$ cat config.mk
export PLATFORM = sky130hd
export DESIGN_NAME = sparse_circulant_mult
export DESIGN_NICKNAME = d
export VERILOG_FILES = /design/src/rtl/sparse_circulant_mult.sv
export SDC_FILE = /design/constraint.sdc
export NUM_CORES = 1
export LEC_CHECK = 0
export ABC_AREA = 1
export CAP_MARGIN = 30
export CORE_MARGIN = 8
export CORE_UTILIZATION = 43
export CTS_CLUSTER_DIAMETER = 200
export DETAILED_ROUTE_END_ITERATION = 16
export SLEW_MARGIN = 20
export SYNTH_ARGS = -nofsm -noshare
export SYNTH_HDL_FRONTEND = slang
export SYNTH_SLANG_ARGS = --single-unit
$ cat constraint.sdc
create_clock -name i_clock -period 4.1 [get_ports i_clock]
set_input_delay 0.82 -clock i_clock [delete_from_list [all_inputs] [get_ports i_clock]]
set_output_delay 0.82 -clock i_clock [all_outputs]
set_load 0.1 [all_outputs]
$ cat src/rtl/sparse_circulant_mult.sv
// Streamed block vector times a sparse quasi-cyclic binary matrix (LDPC encoder path).
// One row slice per output word; ping-pong banks let block fill and drain overlap.

module sparse_circulant_row #(
    parameter int WIDTH = 96,
    parameter int IN_BEATS = 11,
    parameter logic [IN_BEATS*8-1:0] TAPS = '1
) (
    input  logic                          i_clock,
    input  logic                          i_reset_n,
    input  logic [WIDTH-1:0]              i_data,
    input  logic [$clog2(IN_BEATS)-1:0]   i_beat,
    input  logic                          i_wr_en,
    input  logic                          i_wr_bank,
    output logic [1:0][WIDTH-1:0]         o_acc
);
    logic [IN_BEATS-1:0][WIDTH-1:0] term;

    // Rotations are constant per beat, so each is pure wiring; the beat count selects one.
    for (genvar b = 0; b < IN_BEATS; b++) begin : g_beat
        localparam int S = int'(TAPS[b*8 +: 8]);
        if (S == 255) begin : g_none
            assign term[b] = '0;
        end else if (S >= WIDTH) begin : g_bad
            $error("TAP_SHIFTS field %0d not below WIDTH %0d", S, WIDTH);
            assign term[b] = '0;
        end else if (S == 0) begin : g_pass
            assign term[b] = i_data;
        end else begin : g_rot
            assign term[b] = {i_data[WIDTH-1-S:0], i_data[WIDTH-1:WIDTH-S]};
        end
    end

    always_ff @(posedge i_clock or negedge i_reset_n) begin
        if (!i_reset_n)
            o_acc <= '0;
        else if (i_wr_en)
            o_acc[i_wr_bank] <= (i_beat == '0) ? term[i_beat] : (o_acc[i_wr_bank] ^ term[i_beat]);
    end
endmodule

module sparse_circulant_mult #(
    parameter int WIDTH = 96,
    parameter int IN_BEATS = 11,
    parameter int OUT_ROWS = 2,
    parameter logic [OUT_ROWS*IN_BEATS*8-1:0] TAP_SHIFTS = '1
) (
    input  logic                      i_clock,
    input  logic                      i_reset_n,
    input  logic [WIDTH-1:0]          i_input_data,
    input  logic                      i_input_valid,
    output logic                      o_input_ready,
    output logic [WIDTH-1:0]          o_output_data,
    output logic                      o_output_valid,
    output logic [$clog2(OUT_ROWS):0] o_output_row,
    output logic                      o_output_last,
    input  logic                      i_output_ready
);
    localparam int BW = $clog2(IN_BEATS);
    localparam int RW = $clog2(OUT_ROWS) + 1;
    localparam logic [BW-1:0] LAST_BEAT = BW'(IN_BEATS - 1);
    localparam logic [RW-1:0] LAST_ROW  = RW'(OUT_ROWS - 1);

    if (WIDTH < 2 || WIDTH > 255) begin : g_bad_width
        $error("WIDTH %0d outside 2..255", WIDTH);
    end
    if (IN_BEATS < 2 || OUT_ROWS < 1 || OUT_ROWS > IN_BEATS) begin : g_bad_shape
        $error("need IN_BEATS >= 2 and 1 <= OUT_ROWS <= IN_BEATS");
    end

    typedef enum logic [1:0] {FILL_PING, FILL_PONG, FWAIT_PING, FWAIT_PONG} fill_state_t;
    typedef enum logic [1:0] {RWAIT_PING, READ_PING, RWAIT_PONG, READ_PONG} rd_state_t;

    fill_state_t fill_state;
    rd_state_t   rd_state;
    logic [BW-1:0] beat;
    logic [1:0]    full;
    logic [(1<<RW)-1:0][1:0][WIDTH-1:0] acc_all;

    logic          fill_bank, rd_bank, accept, fill_done, out_acc, rd_done;
    logic [1:0]    set_full, clr_full;
    logic [RW-1:0] row_nxt;

    assign fill_bank = (fill_state == FILL_PONG);
    assign rd_bank   = (rd_state == READ_PONG);
    assign accept    = i_input_valid & o_input_ready;
    assign fill_done = accept && (beat == LAST_BEAT);
    assign out_acc   = o_output_valid & i_output_ready;
    assign rd_done   = out_acc && (o_output_row == LAST_ROW);
    assign set_full  = fill_done ? (fill_bank ? 2'b10 : 2'b01) : 2'b00;
    assign clr_full  = rd_done ? (rd_bank ? 2'b10 : 2'b01) : 2'b00;
    assign row_nxt   = o_output_row + 1'b1;

    // Rows past OUT_ROWS are padding so the row counter indexes the array exactly.
    for (genvar r = 0; r < (1 << RW); r++) begin : g_row
        if (r < OUT_ROWS) begin : g_used
            sparse_circulant_row #(
                .WIDTH(WIDTH), .IN_BEATS(IN_BEATS),
                .TAPS(TAP_SHIFTS[r*IN_BEATS*8 +: IN_BEATS*8])
            ) u_row (
                .i_clock(i_clock), .i_reset_n(i_reset_n), .i_data(i_input_data),
                .i_beat(beat), .i_wr_en(accept), .i_wr_bank(fill_bank),
                .o_acc(acc_all[r])
            );
        end else begin : g_pad
            assign acc_all[r] = '0;
        end
    end

    always_ff @(posedge i_clock or negedge i_reset_n) begin
        if (!i_reset_n) full <= '0;
        else            full <= (full | set_full) & ~clr_full;
    end

    // Ready is registered alongside the state, so it only ever reflects FILL_* states.
    always_ff @(posedge i_clock or negedge i_reset_n) begin
        if (!i_reset_n) begin
            fill_state    <= FILL_PING;
            o_input_ready <= 1'b0;
            beat          <= '0;
        end else begin
            if (accept) beat <= (beat == LAST_BEAT) ? '0 : beat + 1'b1;
            case (fill_state)
                FILL_PING, FILL_PONG: begin
                    o_input_ready <= 1'b1;
                    if (fill_done) begin
                        if (full[~fill_bank]) begin
                            fill_state    <= fill_bank ? FWAIT_PING : FWAIT_PONG;
                            o_input_ready <= 1'b0;
                        end else begin
                            fill_state    <= fill_bank ? FILL_PING : FILL_PONG;
                        end
                    end
                end
                FWAIT_PING: if (!full[0]) begin
                    fill_state    <= FILL_PING;
                    o_input_ready <= 1'b1;
                end
                FWAIT_PONG: if (!full[1]) begin
                    fill_state    <= FILL_PONG;
                    o_input_ready <= 1'b1;
                end
                default: fill_state <= FILL_PING;
            endcase
        end
    end

    always_ff @(posedge i_clock or negedge i_reset_n) begin
        if (!i_reset_n) begin
            rd_state       <= RWAIT_PING;
            o_output_valid <= 1'b0;
            o_output_data  <= '0;
            o_output_row   <= '0;
            o_output_last  <= 1'b0;
        end else begin
            case (rd_state)
                RWAIT_PING, RWAIT_PONG: begin
                    if (full[rd_state == RWAIT_PONG]) begin
                        rd_state       <= (rd_state == RWAIT_PONG) ? READ_PONG : READ_PING;
                        o_output_valid <= 1'b1;
                        o_output_data  <= acc_all[0][rd_state == RWAIT_PONG];
                        o_output_row   <= '0;
                        o_output_last  <= (OUT_ROWS == 1);
                    end
                end
                READ_PING, READ_PONG: if (out_acc) begin
                    if (o_output_row == LAST_ROW) begin
                        o_output_row <= '0;
                        if (full[~rd_bank]) begin
                            rd_state      <= rd_bank ? READ_PING : READ_PONG;
                            o_output_data <= acc_all[0][~rd_bank];
                            o_output_last <= (OUT_ROWS == 1);
                        end else begin
                            rd_state       <= rd_bank ? RWAIT_PING : RWAIT_PONG;
                            o_output_valid <= 1'b0;
                            o_output_data  <= '0;
                            o_output_last  <= 1'b0;
                        end
                    end else begin
                        o_output_row  <= row_nxt;
                        o_output_data <= acc_all[row_nxt][rd_bank];
                        o_output_last <= (row_nxt == LAST_ROW);
                    end
                end
                default: rd_state <= RWAIT_PING;
            endcase
        end
    end
endmodule

==> summary.md <==
| Metric | Value |
|---|---|
| Final net count | `roughly 4500` |
| Area grow syn2layout | `12.69%` |
| Die area | `77490 um^2` |
| Worst EP arrival | `2.34 ns` |
| Area contributors post-synth | `dfrtp_1 42%, nand2_1 21%, o21ai_0 11%` |
| TritonCTS Buffers | `58` |
| Final Setup Violations | `0` |
| Routed len/inst | `15.84 um` |
| Worst Setup SP | `o_output_row[0]$_DFFE_PN0P_` |
| Post-route ant nets | `0` |
| Syn Nets | `4589` |
| # resized after CTS | `0` |
| Outcome | `complete, no violations` |
| Fin crit share | `around 77%` |
| Gr usage total | `21.34%` |
| Drt total wl | `between 80 and 90 mm` |
| Fill count | `6966` |
| Synth top area share | `41.85%` |
| Total negative slack | `0 ns` |
| Worst skew pair latency | `approximately 0.62 ns` |
| RePlAce Congestion | `0.7523` |
| Reg clk slew, reported paths | `about 0.060 ns` |
| Min-Delay Path Class | `in -> async` |
| Fin worst setup slack | `0.9388 ns` |
| Port Buffers | `about 100` |
| Core Area | `between 60000 and 70000 um^2` |
| Final hold vios | `0` |
| Aggregate global routing overflow | `0` |
| First-pass GRT wire length | `137.3 mm` |
| Initial Utilization | `43.31%` |
| Synth Instances | `4477` |
| Leakage | `16.44 nW` |
| Max-Cap Viols | `0` |
| Share of post-route cells with drive strength above 1 | `4.267%` |
| TritonRoute pass-1 iters | `6` |
| Drt via density | `around 5.2` |
| Detailed-placement wirelength estimate | `between 40 and 50 mm` |
| Setup Skew | `0.02191 ns` |
| CTS Sinks | `a little under 500` |
| Largest net degree at the start of global routing | `199` |
| Post-CTS Hold Buffers | `0` |
| Chip Width | `278.4 um` |
| CP Capture Type | `output port` |
| Vias in the first global route | `roughly 26000` |
| Io pins | `~200` |
| Peak supply drop | `0.0008495 V` |
| FF-to-FF Start | `rd_state[1]$_DFFE_PN0P_` |
| Worst-path maximum fanout | `40` |
| Min Tclk post-route | `3.161 ns` |
| DRC | `0` |
| Root Buffer | `clkbuf_16` |
| RSZ-0062 raised after global routing | `false` |
| Synth area leader | `dfrtp_1` |
| Worst EP required | `approximately 3.3 ns` |
| Iteration-0 DRC Markers | `approximately 2200` |
| Fmax | `316.3 MHz` |
| Max-slew violations | `0` |
| Pwr dens | `903.8 nW/um^2` |
| Post-CTS Setup Bufs | `0` |
| YS warnings | `0` |
| Layout Cells excl Fill | `5311` |
| Die height | `278.4 um` |
| N_diodes | `0` |
| Mean Syn Cell Area | `~6.6 um^2` |
| Initial antenna violation count | `0` |
| Htree depth | `2` |
| Critical path class | `reg -> out` |
| Pre-CTS setup slack | `1.023 ns` |
| CTS max path bufs | `3` |
| Synth cell types | `28` |
| Post-Syn Area | `29600 um^2` |
| Row cnt | `96` |
| CTS tree | `done` |
| Flops & latches, synth | `495` |
| Seq/Total Area, Yosys | `41.85%` |
| Inst Count DP | `between 5000 and 6000` |
| Worst-Margin Slew | `around 1.0 ns` |
| Crit start category | `flop` |
| Via Count | `approximately 27000` |
| Worst rel slew slack | `32.84%` |
[cell families after synthesis]
family          Yosys count  share of synthesized area (%)
buf+inv                 923                          12.63
fa+ha+maj                12                         0.5072
compound gates          982                          17.49
simple gates           2065                          27.52
flops                   495                          41.85
[layer usage]
metal	wire length (um)	share of wire, %	track usage (%)	vias up
met5	0	0	0	-
met4	1802	2.1	5.307	0
met3	5060	6.0	3.174	123
met2	37710	45	34.90	710
met1	39550	47	29.60	12690
li1	-	-	-	13890
[cells in the mapped netlist]
library cell     n
a21oi_1        197
a21oi_2          1
a22o_1           1
a311oi_1         1
buf_1           29
buf_2          116
buf_4           14
buf_6           10
clkbuf_1       155
clkbuf_2         1
dfrtp_1        495
ha_1            12
inv_1          591
inv_2            7
nand2_1       1652
nand2_2          1
nand3_1        295
nand4_1          1
nor2_1         110
nor2_2           2
nor2_4           1
nor3_1           2
nor3_2           1
o211ai_1        95
o21ai_0        622
o21ai_1         62
o21ai_4          1
o22ai_1          2
[report_power, final]
part / leakage, nW / internal (mW) / switching (mW)
clock: 0.991 / 3.25 / 2.14
combinational: 9.00 / 4.66 / 12.6
sequential: 6.45 / 6.34 / 1.15
[per-stage QoR]
| stage | hold slack [ns] | utilization (%) | cell area, um^2 | power [mW] |
|---|---|---|---|---|
| 2_1_floorplan | 0.4530 | - | 29600 | 20.01 |
| 3_3_place_gp | 0.4678 | 45.60 | 31170 | 24.57 |
| 3_5_place_dp | 0.4730 | 45.84 | 31330 | 24.84 |
| 4_1_cts | 0.2046 | 48.77 | 33330 | 30.41 |
| 5_1_grt | 0.2333 | 48.81 | 33360 | 32.44 |
| 6_report | 0.1733 | 48.81 | 33360 | 30.15 |
[worst max-delay path: stages (launching register included)]
cell and delay, ns:
dfrtp_4 0.75, buf_4 0.52, buf_4 0.39
[cell type report]
class	instances	area (um^2)	share of cell area (%)
multi-input cells	3059	13570	40.68
flip-flops and latches	495	12390	37.15
repair buffers	169	2034	6.099
inverters	598	2260	6.774
clock inverters	26	295.3	0.8852
well taps	882	1104	3.308
clock buffers	82	1703	5.105
[worst paths after layout]
check                      cells past startpoint  slack (ns)                                          end
max                                            2        0.94                              o_output_row[0]
min                                            1        0.17   g_row[0].g_used.u_row.o_acc[6]$_DFFE_PN0P_
max reg2reg                                   10        1.31                o_output_data[25]$_DFFE_PN0P_
min reg2reg                                    2        0.48  g_row[1].g_used.u_row.o_acc[29]$_DFFE_PN0P_
max in group asynchronous                      3        2.83  g_row[0].g_used.u_row.o_acc[45]$_DFFE_PN0P_
min in group i_clock                           2        0.48  g_row[1].g_used.u_row.o_acc[29]$_DFFE_PN0P_
[layout by cell type, fill, tap and decap left out, types with 14 or more instances in the layout]
cell type,Yosys,routed
o21ai_0,622,622
o21ai_1,62,62
clkbuf_16,0,59
nand2_1,1652,1650
buf_4,14,30
nor2_1,110,110
o211ai_1,95,95
a21oi_1,197,197
clkdlybuf4s50_1,0,102
nand3_1,295,294
inv_1,591,590
dfrtp_1,495,494
clkinv_2,0,17
clkbuf_8,0,14
buf_12,0,29
[sequential cells by signal (all words and copies together) (netlist names)]
register / count
beat: 4
fill_state: 2
full: 2
g_row.g_used.u_row.o_acc: 384
o_input_ready: 1
o_output_data: 96
o_output_last: 1
o_output_row: 2
o_output_valid: 1
rd_state: 2
Note: power is estimated with default switching activity, not from simulation.
